$ cat src/rtl/cpu_pkg.sv
// Shared CPU definitions: opcode values, ALUOp encodings and the decoded control bundle.
package cpu_pkg;

  localparam logic [5:0] OP_RTYPE = 6'b000000;
  localparam logic [5:0] OP_ADDI  = 6'b010011;
  localparam logic [5:0] OP_LW    = 6'b011000;
  localparam logic [5:0] OP_SW    = 6'b101000;
  localparam logic [5:0] OP_BEQ   = 6'b011001;
  localparam logic [5:0] OP_BNE   = 6'b011010;
  localparam logic [5:0] OP_J     = 6'b001100;

  typedef enum logic [2:0] {
    ALUOP_ADD   = 3'b000,
    ALUOP_RTYPE = 3'b010,
    ALUOP_JMP   = 3'b011,
    ALUOP_BR    = 3'b100
  } aluop_e;

  typedef struct packed {
    aluop_e aluop;
    logic   aluSrc;
    logic   regDst;
    logic   regWrite;
    logic   jump;
    logic   branch;
    logic   brType;
    logic   memRead;
    logic   memWrite;
    logic   memToReg;
  } ctrl_t;

endpackage

$ cat src/rtl/ctrl_decode.sv
// Pure combinational opcode decoder: control bundle, rt-usage flag and illegal-opcode flag.
module ctrl_decode
  import cpu_pkg::*;
#(
  parameter int unsigned OP_W = 6
) (
  input  logic [OP_W-1:0] op,
  output ctrl_t           ctrl,
  output logic            usesRt,
  output logic            illegal
);

  always_comb begin
    ctrl    = '0;
    usesRt  = 1'b0;
    illegal = 1'b0;
    case (op)
      OP_RTYPE: begin
        ctrl.aluop    = ALUOP_RTYPE;
        ctrl.regDst   = 1'b1;
        ctrl.regWrite = 1'b1;
        usesRt        = 1'b1;
      end
      OP_ADDI: begin
        ctrl.aluop    = ALUOP_ADD;
        ctrl.aluSrc   = 1'b1;
        ctrl.regWrite = 1'b1;
      end
      OP_LW: begin
        ctrl.aluop    = ALUOP_ADD;
        ctrl.aluSrc   = 1'b1;
        ctrl.regWrite = 1'b1;
        ctrl.memRead  = 1'b1;
        ctrl.memToReg = 1'b1;
      end
      OP_SW: begin
        ctrl.aluop    = ALUOP_ADD;
        ctrl.aluSrc   = 1'b1;
        ctrl.memWrite = 1'b1;
        usesRt        = 1'b1;
      end
      OP_BEQ: begin
        ctrl.aluop  = ALUOP_BR;
        ctrl.branch = 1'b1;
        usesRt      = 1'b1;
      end
      OP_BNE: begin
        ctrl.aluop  = ALUOP_BR;
        ctrl.branch = 1'b1;
        ctrl.brType = 1'b1;
        usesRt      = 1'b1;
      end
      OP_J: begin
        ctrl.aluop  = ALUOP_JMP;
        ctrl.aluSrc = 1'b1;
        ctrl.jump   = 1'b1;
      end
      default: illegal = 1'b1;
    endcase
  end

endmodule

$ cat src/rtl/decode_ctrl_stage.sv
// ID-stage control unit: opcode decode, load-use hazard detection and the ID/EX control register.
module decode_ctrl_stage
  import cpu_pkg::*;
#(
  parameter int unsigned OP_W    = 6,
  parameter int unsigned ALUOP_W = 3,
  parameter int unsigned RADDR_W = 5,
  parameter int unsigned CNT_W   = 16
) (
  input  logic               clk_i,
  input  logic               rst_i,
  input  logic               id_valid_i,
  input  logic [OP_W-1:0]    id_op_i,
  input  logic [RADDR_W-1:0] id_rs_i,
  input  logic [RADDR_W-1:0] id_rt_i,
  input  logic [RADDR_W-1:0] id_rd_i,
  input  logic               flush_i,
  output logic               stall_o,
  output logic               ex_valid_o,
  output logic [ALUOP_W-1:0] ex_aluop_o,
  output logic               ex_alusrc_o,
  output logic               ex_regwrite_o,
  output logic               ex_jump_o,
  output logic               ex_branch_o,
  output logic               ex_brtype_o,
  output logic               ex_memread_o,
  output logic               ex_memwrite_o,
  output logic               ex_memtoreg_o,
  output logic [RADDR_W-1:0] ex_rt_o,
  output logic [RADDR_W-1:0] ex_wreg_o,
  output logic               illegal_o,
  output logic [CNT_W-1:0]   stall_cnt_o
);

  ctrl_t decCtrl;
  logic  decUsesRt;
  logic  decIllegal;
  logic  hz;
  logic  loadBubble;

  ctrl_decode #(.OP_W(OP_W)) uDecode (
    .op      (id_op_i),
    .ctrl    (decCtrl),
    .usesRt  (decUsesRt),
    .illegal (decIllegal)
  );

  // Register $zero is never a real dependency, so a zero ex_rt_o can never stall.
  always_comb begin
    hz = id_valid_i & ex_valid_o & ex_memread_o & (ex_rt_o != '0) &
         ((ex_rt_o == id_rs_i) | (decUsesRt & (ex_rt_o == id_rt_i)));
    stall_o    = hz & ~flush_i;
    loadBubble = flush_i | hz | ~id_valid_i | decIllegal;
  end

  always_ff @(posedge clk_i) begin
    if (rst_i) begin
      ex_valid_o    <= 1'b0;
      ex_aluop_o    <= '0;
      ex_alusrc_o   <= 1'b0;
      ex_regwrite_o <= 1'b0;
      ex_jump_o     <= 1'b0;
      ex_branch_o   <= 1'b0;
      ex_brtype_o   <= 1'b0;
      ex_memread_o  <= 1'b0;
      ex_memwrite_o <= 1'b0;
      ex_memtoreg_o <= 1'b0;
      ex_rt_o       <= '0;
      ex_wreg_o     <= '0;
      illegal_o     <= 1'b0;
      stall_cnt_o   <= '0;
    end else begin
      if (loadBubble) begin
        ex_valid_o    <= 1'b0;
        ex_aluop_o    <= '0;
        ex_alusrc_o   <= 1'b0;
        ex_regwrite_o <= 1'b0;
        ex_jump_o     <= 1'b0;
        ex_branch_o   <= 1'b0;
        ex_brtype_o   <= 1'b0;
        ex_memread_o  <= 1'b0;
        ex_memwrite_o <= 1'b0;
        ex_memtoreg_o <= 1'b0;
        ex_rt_o       <= '0;
        ex_wreg_o     <= '0;
      end else begin
        ex_valid_o    <= 1'b1;
        ex_aluop_o    <= ALUOP_W'(decCtrl.aluop);
        ex_alusrc_o   <= decCtrl.aluSrc;
        ex_regwrite_o <= decCtrl.regWrite;
        ex_jump_o     <= decCtrl.jump;
        ex_branch_o   <= decCtrl.branch;
        ex_brtype_o   <= decCtrl.brType;
        ex_memread_o  <= decCtrl.memRead;
        ex_memwrite_o <= decCtrl.memWrite;
        ex_memtoreg_o <= decCtrl.memToReg;
        ex_rt_o       <= id_rt_i;
        ex_wreg_o     <= decCtrl.regDst ? id_rd_i : id_rt_i;
      end
      if (id_valid_i & ~flush_i & ~hz & decIllegal)
        illegal_o <= 1'b1;
      if (stall_o && (stall_cnt_o != '1))
        stall_cnt_o <= stall_cnt_o + 1'b1;
    end
  end

endmodule

$ cat config.mk
export PLATFORM = sky130hd
export DESIGN_NAME = decode_ctrl_stage
export DESIGN_NICKNAME = d
export VERILOG_FILES = /design/src/rtl/cpu_pkg.sv /design/src/rtl/ctrl_decode.sv /design/src/rtl/decode_ctrl_stage.sv
export SDC_FILE = /design/constraint.sdc
export NUM_CORES = 1
export LEC_CHECK = 0
export BUFFER_PORTS_ARGS = -buffer_cell sky130_fd_sc_hd__clkbuf_2
export CORE_ASPECT_RATIO = 1.4
export CORE_MARGIN = 2
export CORE_UTILIZATION = 40
export CTS_CLUSTER_DIAMETER = 50
export DETAILED_ROUTE_END_ITERATION = 7
export PLACE_DENSITY = 0.73
export SLEW_MARGIN = 20
export SYNTH_ARGS = -nofsm -noshare
export SYNTH_HDL_FRONTEND = slang
export SYNTH_SLANG_ARGS = --single-unit
export TNS_END_PERCENT = 5
$ cat constraint.sdc
create_clock -name clk_i -period 2.3 [get_ports clk_i]
set_clock_uncertainty 0.05 [all_clocks]
set_input_delay 0.23 -clock clk_i [delete_from_list [all_inputs] [get_ports clk_i]]
set_output_delay 0.23 -clock clk_i [all_outputs]
set_load 0.05 [all_outputs]
==> results.sh <==
export IMPL_leakage_nw=1.08
export IMPL_syn_nets=236
export IMPL_gr_total_overflow=0
export IMPL_grt_pass1_wl_um=6600
export IMPL_tritoncts="done"
export IMPL_min_period_ps=2220
export IMPL_finalCoreUtilization=0.548
export IMPL_drt_pass1_iter_count=4
export IMPL_routedWlPerCell_um=12.1
export IMPL_die_w_um=60.7
export IMPL_ant_nets=0
export IMPL_worstHoldStart="id_rt_i[2]"
export IMPL_crit_arrival_ps=1940
export IMPL_yosys_cell_types_count=45
export IMPL_wl_um=4120
export IMPL_cts_inserted_buffers=5
export IMPL_core_area_um2=4270
export IMPL_hold_viol=0
export IMPL_place_gp_congestion=0.892
export IMPL_area_growth_pct=30.0
export IMPL_critical_path_required_ps=2020
export IMPL_worst_path_max_fanout=11
export IMPL_cts_sinks=37
export IMPL_io_pins=65
export IMPL_grtUsageTotal=0.167
export IMPL_drc=0
export IMPL_synth_seq_cells=37
export IMPL_worstReg2RegStart="ex_rt_o[2]"
export IMPL_die_area_um2=5060
export IMPL_finalSetupViolCount=0
export IMPL_clk_path_buf_depth=2
export IMPL_clk_pin_slew_ps=70
export IMPL_syn_area_per_cell_um2=8.58
export IMPL_fin_nets=307
export IMPL_crit_type="flip-flop to output port"
export IMPL_cp_start_kind="flip-flop"
export IMPL_cts_root_buf="clkbuf_8"
export IMPL_slew_viol_final=0
export IMPL_die_h_um=83.4
export IMPL_vdd_drop_max_v=0.000364
export IMPL_ys_flop_type="dfxtp_1"
export IMPL_antenna_found_initial=0
export IMPL_drive_gt1_frac=0.333
export IMPL_total_power_w=0.00133
export IMPL_layout_cells_non_filler=342
export IMPL_syn_area_um2=1800
export IMPL_layout_cells_most_common="clkbuf_2"
export IMPL_outcome="finished clean"
export IMPL_ys_seq_area_frac=0.411
export IMPL_initial_utilization=0.422
export IMPL_netlist_instances=210
export IMPL_vias=1726
export IMPL_worst_pin_slew_ps=527
export IMPL_slew_headroom=0.644
export IMPL_yosysWarnings=0
export IMPL_initialDrtViolationCount=107
export IMPL_pwr_density_cell_nw_per_um2=566
export IMPL_critPathCaptureType="output port"
export IMPL_dp_hpwl_um=3160
export IMPL_first_global_vias=1520
export IMPL_crit_start="ex_rt_o[1]"
export IMPL_numPortBuffers=64
export IMPL_vias_per_cell=5.05
export IMPL_grt_max_degree=20
export IMPL_r2r_setup_slack_ps=210
export IMPL_synth_edf_count=0
export IMPL_htree_num_levels=2
export IMPL_cap_violations=0
export IMPL_worst_skew_pair_late_latency_ps=280
export IMPL_num_antenna_cells=0
export IMPL_hold_class="input pin to flip-flop"
export IMPL_dpl_cell_count=331
export IMPL_rows=28
export IMPL_async_reset_ff_frac=0
export IMPL_mostFrequentLayoutCells="clkbuf_2, dfxtp_1, nor2_1"
export IMPL_post_route_period_util=0.965
export IMPL_max_freq_ghz=0.451
## cells by family after synthesis
group | count (synthesis) | synth area share
AND/OR/NAND/NOR | 86 | 0.249
AO/OA/AOI/OAI | 41 | 0.155
flip-flops | 37 | 0.411
buffers and inverters | 23 | 0.0653
XOR/XNOR | 14 | 0.0681
multiplexers | 8 | 0.0451
adder cells (fa/ha/maj) | 1 | 0.00694
## synth_stat cells, drive strengths merged (2+ instances only)
cell type / number / share of area
nor2b: 3 / 0.010
nor4: 3 / 0.010
and3: 4 / 0.014
nor3: 4 / 0.011
xor2: 10 / 0.049
mux2i: 7 / 0.039
dfxtp: 37 / 0.41
nand3: 9 / 0.025
nand2b: 4 / 0.014
or3: 13 / 0.045
o21ai: 13 / 0.038
o211ai: 2 / 0.011
nand2: 11 / 0.023
inv: 10 / 0.021
nor2: 27 / 0.056
or4: 2 / 0.0083
a21oi: 14 / 0.039
xnor2: 4 / 0.019
buf: 12 / 0.042
## report_power, final
group / leakage, nW / internal (W) / total (W) / switching [W]
clock network: 0.0585 / 0.000353 / 0.000574 / 0.000220
logic: 0.724 / 0.0000462 / 0.000107 / 0.0000611
registers: 0.300 / 0.000643 / 0.000645 / 0.00000185
## final timing paths
kind | cells after the start | end
worst max register to register | 7 | stall_cnt_o[10]
worst min register to register | 2 | illegal_o
worst min-delay path | 3 | ex_rt_o[2]
worst max-delay path | 6 | stall_o
## per-layer routing
layer,GRT usage,up-vias,share of wire
met4,0.0711,0,0.021
met2,0.287,51,0.53
met1,0.192,794,0.40
met3,0.0343,9,0.050
met5,0,-,0
li1,-,872,-
## critical path, cell delays in order, from the launching register on
cell and delay, ps:
dfxtp_1 360, or4_1 530, o211ai_1 230, nor2_1 130, o21ai_4 140, inv_1 60, buf_2 210
## state kept, by name (all words and copies together) (netlist names)
name,cells
ex_aluop_o,3
ex_alusrc_o,1
ex_brtype_o,1
ex_jump_o,1
ex_memtoreg_o,1
ex_memwrite_o,1
ex_regwrite_o,1
ex_rt_o,5
ex_valid_o,1
ex_wreg_o,5
illegal_o,1
stall_cnt_o,16
## through the flow
| step | TNS [ps] | worst slack [ps] | hold WS (ps) | instance area [µm²] |
|---|---|---|---|---|
| 2_1_floorplan | 0 | 50.5 | 259 | 1810 |
| 3_3_place_gp | 0 | 131 | 409 | 2200 |
| 3_5_place_dp | 0 | 103 | 416 | 2200 |
| 4_1_cts | 0 | 16.0 | 112 | 2330 |
| 5_1_grt | -9.30 | -9.30 | 146 | 2340 |
| 6_report | 0 | 81.2 | 120 | 2340 |
## layout make-up
class	instances	area, µm²
multi-input cells	150	951
clock buffers	7	86.3
repair buffers	77	418
well taps	60	75.1
inverters	10	37.5
clock inverters	1	30.0
flip-flops and latches	37	744
fillers	427	1930
## timing repair
action,CTS,global route
setup endpoints to repair,1,1
hold buffers,0,0
buffers inserted,1,2
gates resized for setup,1,1
pin swaps,1,0
hold endpoints to repair,0,0
(Power assumes the default switching activity.)
